## config.mk

```make
export PLATFORM = sky130hd
export DESIGN_NAME = bus_arb
export DESIGN_NICKNAME = d
export VERILOG_FILES = /design/src/rtl/bus_arb.sv
export SDC_FILE = /design/constraint.sdc
export NUM_CORES = 1
export LEC_CHECK = 0
export BUFFER_PORTS_ARGS = -buffer_cell sky130_fd_sc_hd__buf_2
export CAP_MARGIN = 20
export CORE_AREA = 2 2 338 340
export DETAILED_ROUTE_END_ITERATION = 12
export DIE_AREA = 0 0 340 342
export PLACE_DENSITY = 0.3
export SYNTH_ARGS = -nofsm -noshare
export SYNTH_HDL_FRONTEND = slang
export SYNTH_SLANG_ARGS = --single-unit
```

## constraint.sdc

```tcl
create_clock -name clk -period 3.9 [get_ports clk]
set_clock_uncertainty 0.05 [all_clocks]
set_input_delay 0.39 -clock clk [delete_from_list [all_inputs] [get_ports clk]]
set_output_delay 0.39 -clock clk [all_outputs]
set_load 0.1 [all_outputs]
```

## src/rtl/bus_arb.sv

```systemverilog
// bus_arb: registered bus arbiter for NSRC sources.
//
// Each rising edge the block samples every source's drive request and data
// word, picks one winner and registers the winner's word onto the bus. The
// request-to-bus latency is one cycle. No input reaches an output without
// passing through a register.
//
// Parameters
//   WIDTH  data width of every source word and of the bus
//   NSRC   number of sources (2..32)
//   MODE   0 = fixed priority (lowest index wins), 1 = round-robin
//   HOLD   1 = bus keeps its last value when idle, 0 = bus cleared when idle
//
// Ports
//   clk           system clock, rising edge
//   clr           asynchronous active-low reset
//   src_data      packed source words, source i at [i*WIDTH +: WIDTH]
//   src_out       per-source drive request
//   cnt_clr       synchronous clear of conflict_cnt (wins over increment)
//   bus           registered bus value
//   bus_valid     bus was driven by a granted source on the last edge
//   grant         registered one-hot grant, zero when idle
//   grant_idx     binary index of the last granted source
//   conflict      high for one cycle after two or more requests were seen
//   conflict_cnt  saturating count of conflict cycles
module bus_arb #(
    parameter int WIDTH = 32,
    parameter int NSRC  = 24,
    parameter int MODE  = 0,
    parameter int HOLD  = 1,
    localparam int IW   = $clog2(NSRC)
) (
    input  logic                  clk,
    input  logic                  clr,
    input  logic [NSRC*WIDTH-1:0] src_data,
    input  logic [NSRC-1:0]       src_out,
    input  logic                  cnt_clr,
    output logic [WIDTH-1:0]      bus,
    output logic                  bus_valid,
    output logic [NSRC-1:0]       grant,
    output logic [IW-1:0]         grant_idx,
    output logic                  conflict,
    output logic [7:0]            conflict_cnt
);

    // NSRC expressed at the width used for the round-robin wrap arithmetic.
    localparam logic [IW:0] NSRC_W = (IW+1)'(NSRC);

    logic [WIDTH-1:0] words_p0 [NSRC];
    logic             any_p0;
    logic             multi_p0;
    logic [IW-1:0]    win_fp_p0;
    logic [IW-1:0]    win_rr_p0;
    logic [IW-1:0]    win_p0;
    logic [IW-1:0]    rr_ptr;
    logic [IW:0]      rr_sum;
    logic [IW-1:0]    rr_cand;
    logic             rr_found;

    // ---- stage p0: combinational request decode ----
    always_comb begin
        for (int i = 0; i < NSRC; i++) begin
            words_p0[i] = src_data[i*WIDTH +: WIDTH];
        end
    end

    // Clearing the lowest set bit leaves something only if two or more were set.
    assign any_p0   = |src_out;
    assign multi_p0 = |(src_out & (src_out - NSRC'(1)));

    // Fixed priority: scanning downward lets the lowest asserted index win.
    always_comb begin
        win_fp_p0 = '0;
        for (int i = NSRC - 1; i >= 0; i--) begin
            if (src_out[i]) begin
                win_fp_p0 = IW'(i);
            end
        end
    end

    // Round-robin: search ptr+1 .. ptr+NSRC modulo NSRC. The last candidate
    // is the pointer itself, so a lone request at the pointer still wins
    // after a full wrap. Wrapped candidates always stay below NSRC.
    always_comb begin
        win_rr_p0 = '0;
        rr_found  = 1'b0;
        rr_sum    = '0;
        rr_cand   = '0;
        for (int k = 1; k <= NSRC; k++) begin
            rr_sum = {1'b0, rr_ptr} + (IW+1)'(k);
            if (rr_sum >= NSRC_W) begin
                rr_sum = rr_sum - NSRC_W;
            end
            rr_cand = rr_sum[IW-1:0];
            if (!rr_found && src_out[rr_cand]) begin
                win_rr_p0 = rr_cand;
                rr_found  = 1'b1;
            end
        end
    end

    assign win_p0 = (MODE == 1) ? win_rr_p0 : win_fp_p0;

    // ---- stage p1: registered outputs ----
    // Pointer resets to NSRC-1 so the first round-robin search starts at 0.
    always_ff @(posedge clk or negedge clr) begin
        if (!clr) begin
            bus          <= '0;
            bus_valid    <= 1'b0;
            grant        <= '0;
            grant_idx    <= '0;
            conflict     <= 1'b0;
            conflict_cnt <= '0;
            rr_ptr       <= IW'(NSRC - 1);
        end else begin
            conflict <= multi_p0;
            if (cnt_clr) begin
                conflict_cnt <= '0;
            end else if (multi_p0 && conflict_cnt != 8'hFF) begin
                conflict_cnt <= conflict_cnt + 8'd1;
            end

            if (any_p0) begin
                bus       <= words_p0[win_p0];
                bus_valid <= 1'b1;
                grant     <= NSRC'(1) << win_p0;
                grant_idx <= win_p0;
                rr_ptr    <= win_p0;
            end else begin
                bus_valid <= 1'b0;
                grant     <= '0;
                if (HOLD == 0) begin
                    bus <= '0;
                end
            end
        end
    end

endmodule

```

==> results_dict.tcl, run 1 <==
set metrics [dict create \
    vias 14110 \
    p_leak_nw 7.179 \
    fin_nets 2793 \
    drive_gt1_frac 0.5195 \
    core_area_mm2 0.1131 \
    synth.cell_area_mm2 0.008348 \
    path_class "primary input to flop" \
    final_common_cell "buf_2" \
    fin_ws_ps 169.0 \
    hold_viol 5 \
    finalMaxSlewViolations 0 \
    status "finished, violations left" \
    pin_count 866 \
    power.density_mw_per_mm2 256.8 \
    rows 124 \
    synthAdderAreaFrac 0.005096 \
    place_ws_ps -478.8 \
    required_ps 4060 \
    die_x_um 340 \
    yosys.area.top_type_share 0.2128 \
    synthArstFlopShare 1.000 \
    synth_seq_cells 71 \
    hold_class "primary input to asynchronous set/reset pin" \
    grt_pass1_vias 14270 \
    cts_tree "built" \
    via_per_inst 4.005 \
    cts_root_buffer "clkbuf_16" \
    setup_viol 0 \
    synth_compound_area_frac 0.4526 \
    whs_ps -3.000 \
    syn_area_per_cell_um2 7.467 \
    port_buffers 865 \
    fmax_ghz 0.2680 \
    synthTopCellsByArea "dfrtp_1 (21%), a22oi_1 (12%), a221oi_1 (9.5%)" \
    start_kind "primary input" \
    drt_iter0_drc 982 \
    gp_congestion 0.8608 \
    drc 0 \
    fin_crit_ps 3731 \
    synth_top_family_by_area "compound AO/OA/AOI/OAI gates" \
    synth-edff-count 0 \
    clock_latency_ps 380 \
    final_cell_area_mm2 0.01570 \
    ctsHoldBuffers 0 \
    ys_types 65 \
    end_kind "flop" \
    wl_per_cell_um 29.30 \
    overflow 0 \
    antenna_found_initial 52 \
    clock_path_buffers 2 \
    mostFrequentLayoutCells "buf_2 (864), a22oi_1 (138), nand2_1 (131)" \
    cts-buffers-inserted 9 \
    synthMuxAreaShare 0.02878 \
    htree_levels 3 \
    synth-simple-area-share 0.2197 \
    netlist_instances 1118 \
    die_area_mm2 0.1163 \
    dr.pass1.iters 10 \
    drt-total-wl_mm 103.2 \
    synth_top_area_cell "dfrtp_1" \
    syn2layout_area_growth_pct 88.07 \
    synth_top_flop_cell "dfrtp_1" \
    seq_area_frac_synth 0.2128 \
    ys_warn_count 0 \
    slew_headroom 0.2115 \
    dp_hpwl_mm 88.74 \
    grt_use_total 0.1686 \
    cts_setup_buffers 0 \
    cts_sinks 71 \
    rsz0062_at_grt "false" \
    fill_cells 13260 \
    cts.clk_slew.worst_paths_ps 80 \
    dp.cells 3498 \
    start_util 0.07381 \
    syn_nets 1914 \
    failed_checks "negative hold slack" \
    power_w 0.004031 \
    die_h_um 342 \
    worstPathMaxFanout 12 \
    fin_crit_sh 0.9567 \
    max-cap-violations 0 \
    critPathArrivalTime_ps 3890 \
    grt_max_degree 51 \
    instances_no_fill 3522 \
    ant_nets 0 \
    worst_pin_slew_ps 1183 \
    grt_first_pass_wirelength_mm 132.4 \
    ir_drop_mv 0.1492 \
    placed_cell_area_mm2 0.01533 \
    synth_xor_xnor_area_share 0.007344 \
]
## power by group
group	switching, W	leakage [nW]	internal (W)
clock	0.000475	0.160	0.000630
sequential	0.0000550	0.907	0.000792
combinational	0.00138	6.11	0.000698
## worst paths after layout
check / from / cells past startpoint / slack, ps / endpoint
worst max-delay path: src_out[8] / 12 / 170 / bus[27]
worst min-delay path: clr / 1 / -3 / grant[8]
worst max register to register: conflict_cnt[3] / 7 / 1690 / conflict_cnt[6]
worst min register to register: grant_idx[2] / 2 / 430 / grant_idx[2]
max in group asynchronous: clr / 2 / 2880 / grant_idx[0]
min in group clk: src_data[516] / 3 / 180 / bus[4]
## critical path, cell delays in order
cell and delay [ps]:
buf_2 110, or4_1 520, o221ai_1 210, a41oi_2 100, nor4_4 340, buf_12 230
nand2_2 270, buf_4 290, o221ai_1 180, nor2_1 130, a222oi_1 910, nand3_1 170
## kinds of logic after synthesis
family | after synthesis
buf+inv | 129
flops | 71
xor+xnor | 7
mux | 24
fa+ha+maj | 4
simple gates | 405
compound gates | 478
## cells in the mapped netlist (4+ instances only)
library cell / number
a22o_1: 4
a22oi_1: 138
a31oi_1: 7
buf_6: 6
o21a_1: 4
or2_2: 5
inv_1: 10
a222oi_1: 27
a221o_1: 18
nor3_1: 38
nor4_1: 14
o22ai_1: 4
buf_1: 6
buf_4: 12
nand2_1: 133
a211oi_1: 5
or3_1: 7
mux2i_1: 24
o211ai_1: 7
buf_2: 32
dfrtp_1: 71
a221oi_1: 91
clkbuf_1: 63
o221ai_1: 30
nor2_1: 131
xor2_1: 5
and3_1: 6
nand3_1: 38
or4_1: 6
and2_1: 4
a32oi_1: 25
a21oi_1: 30
o21ai_0: 40
a311oi_1: 21
nand4_1: 10
## metrics by stage
| stage | TNS (ps) | utilization |
|---|---|---|
| 6_report | 0 | 0.1388 |
| 3_5_place_dp | -1753 | 0.1355 |
| 4_1_cts | 0 | 0.1386 |
| 5_1_grt | 0 | 0.1387 |
| 2_1_floorplan | 0 | - |
| 3_3_place_gp | -2281 | 0.1355 |
## flip-flops by register name (all words and copies together), names as in the netlist
register      flops
bus_valid         1
conflict          1
conflict_cnt      8
grant_idx         5
bus              32
grant            24
## routing by layer
| layer | vias to the layer above | track usage | share of wire |
|---|---|---|---|
| li1 | 6340 | - | - |
| met1 | 6974 | 0.2250 | 0.45 |
| met2 | 683 | 0.2850 | 0.48 |
| met3 | 85 | 0.03129 | 0.056 |
| met4 | 24 | 0.02802 | 0.013 |
| met5 | - | 0 | 0.0015 |
## timing repair
| action | in CTS | in global routing |
|---|---|---|
| endpoints found under the setup margin | 1 | 2 |
| pin swaps | 0 | 1 |
| resized for setup | 1 | 2 |
## cell type report
| class | instances | area [um2] | share of cell area |
|---|---|---|---|
| Multi-Input combinational cell | 918 | 6100 | 0.3885 |
| Timing Repair Buffer | 987 | 5535 | 0.3526 |
| Tap cell | 1512 | 1892 | 0.1205 |
| Sequential cell | 71 | 1777 | 0.1132 |
| Clock buffer | 11 | 232.7 | 0.01482 |
| Clock inverter | 5 | 106.4 | 0.006774 |
| Inverter | 10 | 37.54 | 0.002391 |
| Antenna cell | 8 | 20.02 | 0.001275 |
Note: power is estimated with default switching activity, not from simulation.
==> inputs of run 2 (changes only) <==
- GPL_TIMING_DRIVEN: not set -> 1
- HOLD_SLACK_MARGIN: not set -> 0.06
- SLEW_MARGIN: not set -> 20
==> run 2 against run 1 <==
Net effect:
- the flow now finishes without violations
- fmax is 2.1% lower
- clock-buffer cell count unchanged
- final area about the same
- via count down 0.63%
- worst setup slack worse by 80 ps
- sequential share of layout area about the same
- total power down 0.24%
- routed wire length about the same
- critical path depth is the same
- critical endpoint is now bus[1]
- non-clock buffer count up 3
- die area did not move
==> results_dict.tcl, run 2 (synthesis gave the netlist of run 1 again) <==
set metrics [dict create \
    fill_cells 13260 \
    dp_hpwl_mm 88.72 \
    start_kind "primary input" \
    grt_use_total 0.1690 \
    largest_reg_flops 32 \
    cts_root_buffer "clkbuf_16" \
    reg.largest.list "bus: 32 flops, grant: 24 flops, conflict_cnt: 8 flops" \
    drc 0 \
    power.density_mw_per_mm2 256.1 \
    status "completed" \
    die_h_um 342 \
    rows 124 \
    die_x_um 340 \
    fin_util 0.1389 \
    final_common_cell "buf_2" \
    instances_no_fill 3521 \
    core_area_mm2 0.1131 \
    drive_gt1_frac 0.5192 \
    dp.cells 3500 \
    wl_per_cell_um 29.28 \
    start_util 0.07381 \
    end_kind "flop" \
    hold_viol 0 \
    vias 14020 \
    htree_levels 3 \
    cts_sinks 71 \
    max-cap-violations 0 \
    slew_headroom 0.3577 \
    worst_pin_slew_ps 963.5 \
    antenna_found_initial 46 \
    cts-buffers-inserted 9 \
    setup_viol 0 \
    grt_max_degree 51 \
    fin_crit_sh 0.9772 \
    place_ws_ps -425.1 \
    overflow 0 \
    worstPathMaxFanout 15 \
    dr.pass1.iters 9 \
    critPathArrivalTime_ps 4020 \
    rsz0062_at_grt "false" \
    clock_path_buffers 2 \
    via_per_inst 3.981 \
    grt_first_pass_wirelength_mm 133.1 \
    cts.clk_slew.worst_paths_ps 90 \
    finalMaxSlewViolations 0 \
    fin_tns_setup_ps 0 \
    clock_latency_ps 380 \
    cts_tree "built" \
    pin_count 866 \
    drt_iter0_drc 863 \
    gp_congestion 0.8608 \
    power_w 0.004022 \
    fin_ws_ps 89.11 \
    grt_pass1_vias 14390 \
    syn2layout_area_growth_pct 88.13 \
    drt-total-wl_mm 103.1 \
    path_class "primary input to flop" \
    fin_nets 2796 \
    mostFrequentLayoutCells "buf_2 (865), a22oi_1 (138), nand2_1 (131)" \
    fmax_ghz 0.2624 \
    ant_nets 0 \
    regMostFlops "bus" \
    hold_class "primary input to flop" \
    cts_setup_buffers 0 \
    die_area_mm2 0.1163 \
    required_ps 4110 \
    fin_crit_ps 3811 \
    ir_drop_mv 0.1572 \
    p_leak_nw 7.189 \
    port_buffers 865 \
]
## run 2: worst paths after layout
kind,startpoint,end,slack [ps],cells after the start
setup / recovery,src_out[8],bus[1],90,12
hold / removal,src_data[516],bus[4],170,3
setup reg to reg,conflict_cnt[3],conflict_cnt[5],1650,7
hold reg to reg,grant_idx[1],grant_idx[1],430,2
max in group asynchronous,clr,grant_idx[0],2350,3
min in group asynchronous,clr,grant[8],550,2
## run 2: routing by layer
layer	up-vias	share of wire	track usage
li1	6343	-	-
met1	6919	0.45	0.2242
met2	641	0.48	0.2871
met3	88	0.056	0.03384
met4	26	0.010	0.02406
met5	-	0.0016	0
## run 2: metrics by stage
stage               cell area, um2  hold slack, ps
floorplan                     8348           44.41
global placement             15330           408.3
detailed placement           15340           416.9
CTS                          15690           138.6
global route                 15700           166.8
finish                       15710           175.0
## run 2: repair_timing
action                                  in CTS  in global routing
hold buffers                                 1                  0
hold endpoints to repair                    35                  0
endpoints found under the setup margin       0                  1
resized for setup                            0                  1
## run 2: cell type report
| type | instances | area [um2] | share of cell area |
|---|---|---|---|
| diodes | 4 | 10.01 | 0.0006373 |
| clock buffers | 11 | 232.7 | 0.01482 |
| clock inverters | 5 | 106.4 | 0.006772 |
| inverters | 10 | 37.54 | 0.002390 |
| multi-input cells | 918 | 6092 | 0.3879 |
| flip-flops and latches | 71 | 1777 | 0.1131 |
| well taps | 1512 | 1892 | 0.1205 |
| repair buffers | 990 | 5558 | 0.3539 |
## run 2: worst max-delay path, cell delays in order
cell	delay [ps]
buf_2	110
or4_1	530
o221ai_1	220
a41oi_2	100
nor4_4	340
buf_12	230
nand2_2	250
buf_4	330
o221ai_1	550
nor2_1	180
o21ai_0	600
nand4_1	160
## run 2: where the power goes
| part | leakage [nW] | internal (W) | switching, W | total (W) |
|---|---|---|---|---|
| clock | 0.160 | 0.000630 | 0.000467 | 0.00110 |
| combinational | 6.12 | 0.000698 | 0.00138 | 0.00208 |
| sequential | 0.907 | 0.000792 | 0.0000571 | 0.000849 |
